**src/rtl/lmsm_sequencer_pkg.sv**
```systemverilog
// rtl/lmsm_sequencer_pkg.sv - shared widths, state encoding and index-width helper for the LM/SM sequencer
package lmsm_sequencer_pkg;

  localparam int LMSM_DATA_W = 16;
  localparam int LMSM_ADDR_W = 16;
  localparam int LMSM_NREG   = 8;

  typedef enum logic [1:0] {
    ST_IDLE = 2'd0,
    ST_XFER = 2'd1,
    ST_DONE = 2'd2
  } lmsm_state_e;

  // Register index width, kept at least 1 so a single-register file still has a port.
  function automatic int reg_idx_w(input int n);
    return (n > 1) ? $clog2(n) : 1;
  endfunction

endpackage

```
**src/rtl/lmsm_sequencer_if.sv**
```systemverilog
// rtl/lmsm_sequencer_if.sv - command, register-file and memory signals of the LM/SM sequencer
interface lmsm_sequencer_if
  import lmsm_sequencer_pkg::*;
#(
  parameter int DATA_W = LMSM_DATA_W,
  parameter int ADDR_W = LMSM_ADDR_W,
  parameter int NREG   = LMSM_NREG
) ();

  localparam int RA_W = reg_idx_w(NREG);

  logic              start;
  logic              is_load;
  logic [NREG-1:0]   reg_mask;
  logic [ADDR_W-1:0] base_addr;
  logic              busy;
  logic              done;

  logic [RA_W-1:0]   rf_rd_addr;
  logic [DATA_W-1:0] rf_rd_data;
  logic [RA_W-1:0]   rf_wr_addr;
  logic [DATA_W-1:0] rf_wr_data;
  logic              rf_wr_en;

  logic [ADDR_W-1:0] mem_addr;
  logic [DATA_W-1:0] mem_wr_data;
  logic [DATA_W-1:0] mem_rd_data;
  logic              mem_rd_en;
  logic              mem_wr_en;
  logic              mem_ready;

  modport master (
    output start, is_load, reg_mask, base_addr, rf_rd_data, mem_rd_data, mem_ready,
    input  busy, done, rf_rd_addr, rf_wr_addr, rf_wr_data, rf_wr_en,
           mem_addr, mem_wr_data, mem_rd_en, mem_wr_en
  );

  modport slave (
    input  start, is_load, reg_mask, base_addr, rf_rd_data, mem_rd_data, mem_ready,
    output busy, done, rf_rd_addr, rf_wr_addr, rf_wr_data, rf_wr_en,
           mem_addr, mem_wr_data, mem_rd_en, mem_wr_en
  );

endinterface

```
**src/rtl/lmsm_sequencer_lowest_set_bit.sv**
```systemverilog
// rtl/lmsm_sequencer_lowest_set_bit.sv - priority encoder returning the lowest set bit index of a mask
module lowest_set_bit #(
  parameter int W     = 8,
  parameter int IDX_W = 3
) (
  input  logic [W-1:0]     mask_i,
  output logic [IDX_W-1:0] index_o,
  output logic             valid_o
);

  // Scan from the top down so the lowest set bit is the last one to win.
  always_comb begin
    index_o = '0;
    valid_o = |mask_i;
    for (int i = W - 1; i >= 0; i--) begin
      if (mask_i[i]) begin
        index_o = IDX_W'(i);
      end
    end
  end

endmodule

```
**src/rtl/lmsm_sequencer.sv**
```systemverilog
// rtl/lmsm_sequencer.sv - load/store-multiple sequencer walking a register mask against consecutive memory words
module lmsm_sequencer
  import lmsm_sequencer_pkg::*;
#(
  parameter int DATA_W = LMSM_DATA_W,
  parameter int ADDR_W = LMSM_ADDR_W,
  parameter int NREG   = LMSM_NREG
) (
  input logic             clk,
  input logic             rst_n,
  lmsm_sequencer_if.slave bus
);

  localparam int RA_W = reg_idx_w(NREG);

  lmsm_state_e       state_q, state_d;
  logic [NREG-1:0]   mask_q, mask_d;
  logic [ADDR_W-1:0] addr_q, addr_d;
  logic              load_q, load_d;

  logic [RA_W-1:0]   cur_idx;
  logic              cur_valid;
  logic              xfer_active;

  lowest_set_bit #(
    .W     (NREG),
    .IDX_W (RA_W)
  ) u_lowest_set_bit (
    .mask_i  (mask_q),
    .index_o (cur_idx),
    .valid_o (cur_valid)
  );

  assign xfer_active = (state_q == ST_XFER) && cur_valid;

  always_ff @(posedge clk or negedge rst_n) begin
    if (!rst_n) begin
      state_q <= ST_IDLE;
      mask_q  <= '0;
      addr_q  <= '0;
      load_q  <= 1'b0;
    end else begin
      state_q <= state_d;
      mask_q  <= mask_d;
      addr_q  <= addr_d;
      load_q  <= load_d;
    end
  end

  always_comb begin
    state_d = state_q;
    mask_d  = mask_q;
    addr_d  = addr_q;
    load_d  = load_q;
    case (state_q)
      ST_IDLE: begin
        if (bus.start) begin
          mask_d  = bus.reg_mask;
          addr_d  = bus.base_addr;
          load_d  = bus.is_load;
          state_d = (|bus.reg_mask) ? ST_XFER : ST_DONE;
        end
      end
      ST_XFER: begin
        // A stalled access (mem_ready low) leaves mask and address untouched.
        if (bus.mem_ready && cur_valid) begin
          mask_d = mask_q & ~(NREG'(1) << cur_idx);
          addr_d = addr_q + ADDR_W'(1);
          if (~|mask_d) begin
            state_d = ST_DONE;
          end
        end
      end
      ST_DONE: state_d = ST_IDLE;
      default: state_d = ST_IDLE;
    endcase
  end

  // Everything outside an active transfer is driven to zero, so reset clears outputs at once.
  always_comb begin
    bus.busy        = (state_q != ST_IDLE);
    bus.done        = (state_q == ST_DONE);
    bus.rf_rd_addr  = '0;
    bus.rf_wr_addr  = '0;
    bus.rf_wr_data  = DATA_W'(0);
    bus.rf_wr_en    = 1'b0;
    bus.mem_addr    = '0;
    bus.mem_wr_data = DATA_W'(0);
    bus.mem_rd_en   = 1'b0;
    bus.mem_wr_en   = 1'b0;
    if (xfer_active) begin
      bus.mem_addr = addr_q;
      if (load_q) begin
        bus.mem_rd_en  = 1'b1;
        bus.rf_wr_addr = cur_idx;
        if (bus.mem_ready) begin
          bus.rf_wr_en   = 1'b1;
          bus.rf_wr_data = bus.mem_rd_data;
        end
      end else begin
        bus.rf_rd_addr  = cur_idx;
        bus.mem_wr_en   = 1'b1;
        bus.mem_wr_data = bus.rf_rd_data;
      end
    end
  end

endmodule

```
**src/flat_wrapper.sv**
```systemverilog
// flat-port wrapper written by rule: the top's interface ports become plain ports
module lmsm_sequencer_flat import lmsm_sequencer_pkg::*;
#(
  parameter int DATA_W = LMSM_DATA_W,
  parameter int ADDR_W = LMSM_ADDR_W,
  parameter int NREG   = LMSM_NREG
)
  (clk, rst_n, bus_start, bus_is_load, bus_reg_mask, bus_base_addr, bus_rf_rd_data, bus_mem_rd_data, bus_mem_ready, bus_busy, bus_done, bus_rf_rd_addr, bus_rf_wr_addr, bus_rf_wr_data, bus_rf_wr_en, bus_mem_addr, bus_mem_wr_data, bus_mem_rd_en, bus_mem_wr_en);
  lmsm_sequencer_if #(.DATA_W(DATA_W), .ADDR_W(ADDR_W), .NREG(NREG)) bus_i ();
  input logic clk;
  input logic rst_n;
  input wire logic [$bits(bus_i.start)-1:0] bus_start;
  input wire logic [$bits(bus_i.is_load)-1:0] bus_is_load;
  input wire logic [$bits(bus_i.reg_mask)-1:0] bus_reg_mask;
  input wire logic [$bits(bus_i.base_addr)-1:0] bus_base_addr;
  input wire logic [$bits(bus_i.rf_rd_data)-1:0] bus_rf_rd_data;
  input wire logic [$bits(bus_i.mem_rd_data)-1:0] bus_mem_rd_data;
  input wire logic [$bits(bus_i.mem_ready)-1:0] bus_mem_ready;
  output wire logic [$bits(bus_i.busy)-1:0] bus_busy;
  output wire logic [$bits(bus_i.done)-1:0] bus_done;
  output wire logic [$bits(bus_i.rf_rd_addr)-1:0] bus_rf_rd_addr;
  output wire logic [$bits(bus_i.rf_wr_addr)-1:0] bus_rf_wr_addr;
  output wire logic [$bits(bus_i.rf_wr_data)-1:0] bus_rf_wr_data;
  output wire logic [$bits(bus_i.rf_wr_en)-1:0] bus_rf_wr_en;
  output wire logic [$bits(bus_i.mem_addr)-1:0] bus_mem_addr;
  output wire logic [$bits(bus_i.mem_wr_data)-1:0] bus_mem_wr_data;
  output wire logic [$bits(bus_i.mem_rd_en)-1:0] bus_mem_rd_en;
  output wire logic [$bits(bus_i.mem_wr_en)-1:0] bus_mem_wr_en;
  assign bus_i.start = bus_start;
  assign bus_i.is_load = bus_is_load;
  assign bus_i.reg_mask = bus_reg_mask;
  assign bus_i.base_addr = bus_base_addr;
  assign bus_i.rf_rd_data = bus_rf_rd_data;
  assign bus_i.mem_rd_data = bus_mem_rd_data;
  assign bus_i.mem_ready = bus_mem_ready;
  assign bus_busy = bus_i.busy;
  assign bus_done = bus_i.done;
  assign bus_rf_rd_addr = bus_i.rf_rd_addr;
  assign bus_rf_wr_addr = bus_i.rf_wr_addr;
  assign bus_rf_wr_data = bus_i.rf_wr_data;
  assign bus_rf_wr_en = bus_i.rf_wr_en;
  assign bus_mem_addr = bus_i.mem_addr;
  assign bus_mem_wr_data = bus_i.mem_wr_data;
  assign bus_mem_rd_en = bus_i.mem_rd_en;
  assign bus_mem_wr_en = bus_i.mem_wr_en;
  lmsm_sequencer #(.DATA_W(DATA_W), .ADDR_W(ADDR_W), .NREG(NREG)) u_core (.clk(clk), .rst_n(rst_n), .bus(bus_i));
endmodule
```
**config.mk**
```make
export PLATFORM = sky130hd
export DESIGN_NAME = lmsm_sequencer_flat
export DESIGN_NICKNAME = d
export VERILOG_FILES = /design/src/rtl/lmsm_sequencer_pkg.sv /design/src/rtl/lmsm_sequencer_if.sv /design/src/rtl/lmsm_sequencer_lowest_set_bit.sv /design/src/rtl/lmsm_sequencer.sv /design/src/flat_wrapper.sv
export SDC_FILE = /design/constraint.sdc
export NUM_CORES = 1
export LEC_CHECK = 0
export CAP_MARGIN = 20
export CORE_UTILIZATION = 31
export DETAILED_ROUTE_END_ITERATION = 16
export GPL_TIMING_DRIVEN = 0
export PLACE_DENSITY = 0.73
export SETUP_SLACK_MARGIN = 0.3
export SLEW_MARGIN = 20
export SYNTH_ARGS = -nofsm -noshare
export SYNTH_HDL_FRONTEND = slang
export SYNTH_SLANG_ARGS = --single-unit
```
**constraint.sdc**
```tcl
create_clock -name clk -period 2.9 [get_ports clk]
set_input_delay 0.58 -clock clk [delete_from_list [all_inputs] [get_ports clk]]
set_output_delay 0.58 -clock clk [all_outputs]
set_load 0.01 [all_outputs]
```
==> out/metrics.yaml <==
fmax_mhz: 384.6
syn_nets: 347
dp.cells: 500
synth_cell_types: 53
cp_top_family: "buffers and inverters"
port_buffers: 119
drive_gt1_share_pct: 24.71
wl_per_cell_um: 18.16
drtPass1Iterations: 6
track_usage_pct: 24.73
die_x_um: 87.38
cp_num_buf_inv: 5
async_flop_share_pct: 100.0
die_y_um: 87.38
fin_nets: 496
route.detailed.drc: 0
grt_overflow: 0
clock_latency_ns: 0.28
synth_edf_count: 0
cts_made_buffers: 3
tightestPinTransition_ns: 0.6393
initial_core_util_pct: 32.72
coreArea_mm2: 0.006907
drv_cap: 0
yosys_most_used_dff: "dfrtp_1"
power_density_mw_per_mm2: 1050
finalCriticalPeriod_ns: 2.600
cp_common_cell: "buf_4"
skew_ns: 0.006996
fin_cells: 529
finalSetupViolCount: 0
n_antenna_cell: 0
period_share_pct: 89.66
cts_root_buf: "clkbuf_8"
routed_via_density: 5.705
rsz0062_at_grt: "yes"
endpoint_kind: "primary output"
dp_hpwl_mm: 6.661
routed-via-count: 3018
critical_path_arrival_ns: 2.02
ys_warn_count: 0
rows: 30
crit_path_max_incr_delay_ns: 0.39
syn2layout_area_growth_pct: 71.71
relSlewSlack_pct: 57.38
cts_buffer_depth: 2
run_status: "finished clean"
cts_tree: "built"
hold_path_class: "input port to async pin"
final_antenna_net_count: 0
total_leakage_power_nw: 1.740
syn_area_mm2: 0.002260
synthCells: 285
wl_mm: 9.607
clk_pin_slew_ns: 0.10
crit_path_cell_trace: "buf_6 -> nor4_4 -> buf_4 -> a21oi_4 -> nand2b_4 -> inv_2 -> buf_4 -> and2_1 -> clkdlybuf4s15_1"
clock-sinks: 27
hold_viol: 0
cts.htree.levels: 1
die_area_mm2: 0.007634
worstSetupStartpointType: "flip-flop"
antenna_found_initial: 0
grt_pass1_wl_mm: 14.66
critPathRequiredTime_ns: 2.32
postCtsHoldBufs: 0
vdd_drop_max_uv: 500.4
setup_tns_ns: 0
ys_seq_area_share_pct: 29.90
grt_pass1_vias: 2894
worstSetupPathType: "flip-flop to primary output"
gp_congestion: 0.9168
finalPower_w: 0.004075
drtIter0Drc: 398
critPathSlowestCell: "dfrtp_1"
maxSlewViolCount: 0
avgSynthCellArea_um2: 7.929
grt_max_degree: 28
crit_fanout: 10
synth-seq-cells: 27
ios: 120
## sequential cells by signal, indices dropped and copies added, names as in the netlist
name and flops:
u_core.load_q 1, u_core.mask_q 8, u_core.state_q 2, u_core.addr_q 16
## timing repair
item,CTS,global route
resized for setup,141,63
setup endpoints to repair,58,38
gates cloned,1,0
pin swaps,5,3
setup buffers,20,4
## per-layer routing
metal	share of wire, %	wire, um	GRT usage, %	up-vias
met4	3.8	369	11.18	0
met3	12	1125	4.834	41
met1	37	3591	29.95	1375
met5	0	0	0	-
li1	-	-	-	1357
met2	47	4521	42.26	245
## cells by family (layout without fill, tap and decap cells)
group	count (synthesis)	in the layout	share of synthesized area, %
flip-flops	27	27	29.90
multiplexers	4	4	1.827
AO/OA/AOI/OAI	71	71	22.54
adder cells (fa/ha/maj)	2	2	0.9966
buffers and inverters	37	185	7.585
AND/OR/NAND/NOR	144	144	37.15
## cell usage after synthesis (all sizes together), types with 9 or more instances
master	instances	area, um^2
o22ai	10	62.56
nand3	11	55.05
nor4	9	86.33
nand2	16	62.56
and2	35	219.0
o21ai	11	66.32
buf	10	68.81
inv	11	41.29
clkbuf	15	57.55
nor3	12	60.06
dfrtp	27	675.7
nor2	21	81.33
and3	18	112.6
## per-stage QoR
| step | instance area, um^2 | worst slack [ns] | hold WS [ns] | util, % |
|---|---|---|---|---|
| 3_5_place_dp | 3566 | -0.6117 | 0.5441 | 51.63 |
| 5_1_grt | 3880 | 0.2032 | 0.3544 | 56.18 |
| 3_3_place_gp | 3571 | -0.6031 | 0.5328 | 51.70 |
| 4_1_cts | 3845 | 0.2697 | 0.3190 | 55.67 |
| 2_1_floorplan | 2260 | 0.6450 | 0.2844 | - |
| 6_report | 3880 | 0.2999 | 0.3035 | 56.18 |
## area by class of cell
type	count	area [um^2]
Tap cell	96	120.1
Clock inverter	1	7.507
Inverter	12	45.04
Fill cell	654	3027
Buffer	25	193.9
Multi-Input combinational cell	221	1520
Sequential cell	27	676.9
Clock buffer	3	41.29
Timing Repair Buffer	144	1275
## cell usage in the layout, fill, tap and decap left out, drive strengths merged, types with 4 or more instances in the layout
cell type | synthesis | layout
o22ai | 10 | 10
nor2 | 21 | 21
and3 | 18 | 18
a22oi | 5 | 5
nor4 | 9 | 9
a21oi | 7 | 7
and4 | 4 | 4
nand3 | 11 | 11
nand4 | 6 | 6
dlygate4sd2 | 0 | 23
nor3 | 12 | 12
o21ai | 11 | 11
a211oi | 6 | 6
nand2 | 16 | 16
a31oi | 5 | 5
clkdlybuf4s50 | 0 | 60
buf | 10 | 50
clkbuf | 15 | 37
a22o | 4 | 4
inv | 11 | 11
and2 | 35 | 35
o31ai | 4 | 4
dfrtp | 27 | 27
## report_power, final
| group | internal [W] | switching, W |
|---|---|---|
| registers | 0.000546 | 0.000168 |
| logic | 0.00147 | 0.00166 |
| clock network | 0.0000980 | 0.000130 |
## worst paths after layout
path | slack [ns] | to | start | depth (start not counted)
worst max-delay path | 0.30 | bus_mem_wr_data[6] | u_core.mask_q[0] | 9
worst min-delay path | 0.30 | u_core.addr_q[11] | rst_n | 1
worst max register to register | 0.55 | u_core.mask_q[5] | u_core.state_q[1] | 7
worst min register to register | 0.57 | u_core.addr_q[14] | u_core.addr_q[14] | 2
max in group asynchronous | 2.13 | u_core.state_q[1] | rst_n | 1
min in group clk | 0.57 | u_core.addr_q[14] | u_core.addr_q[14] | 2
(Power assumes the default switching activity.)
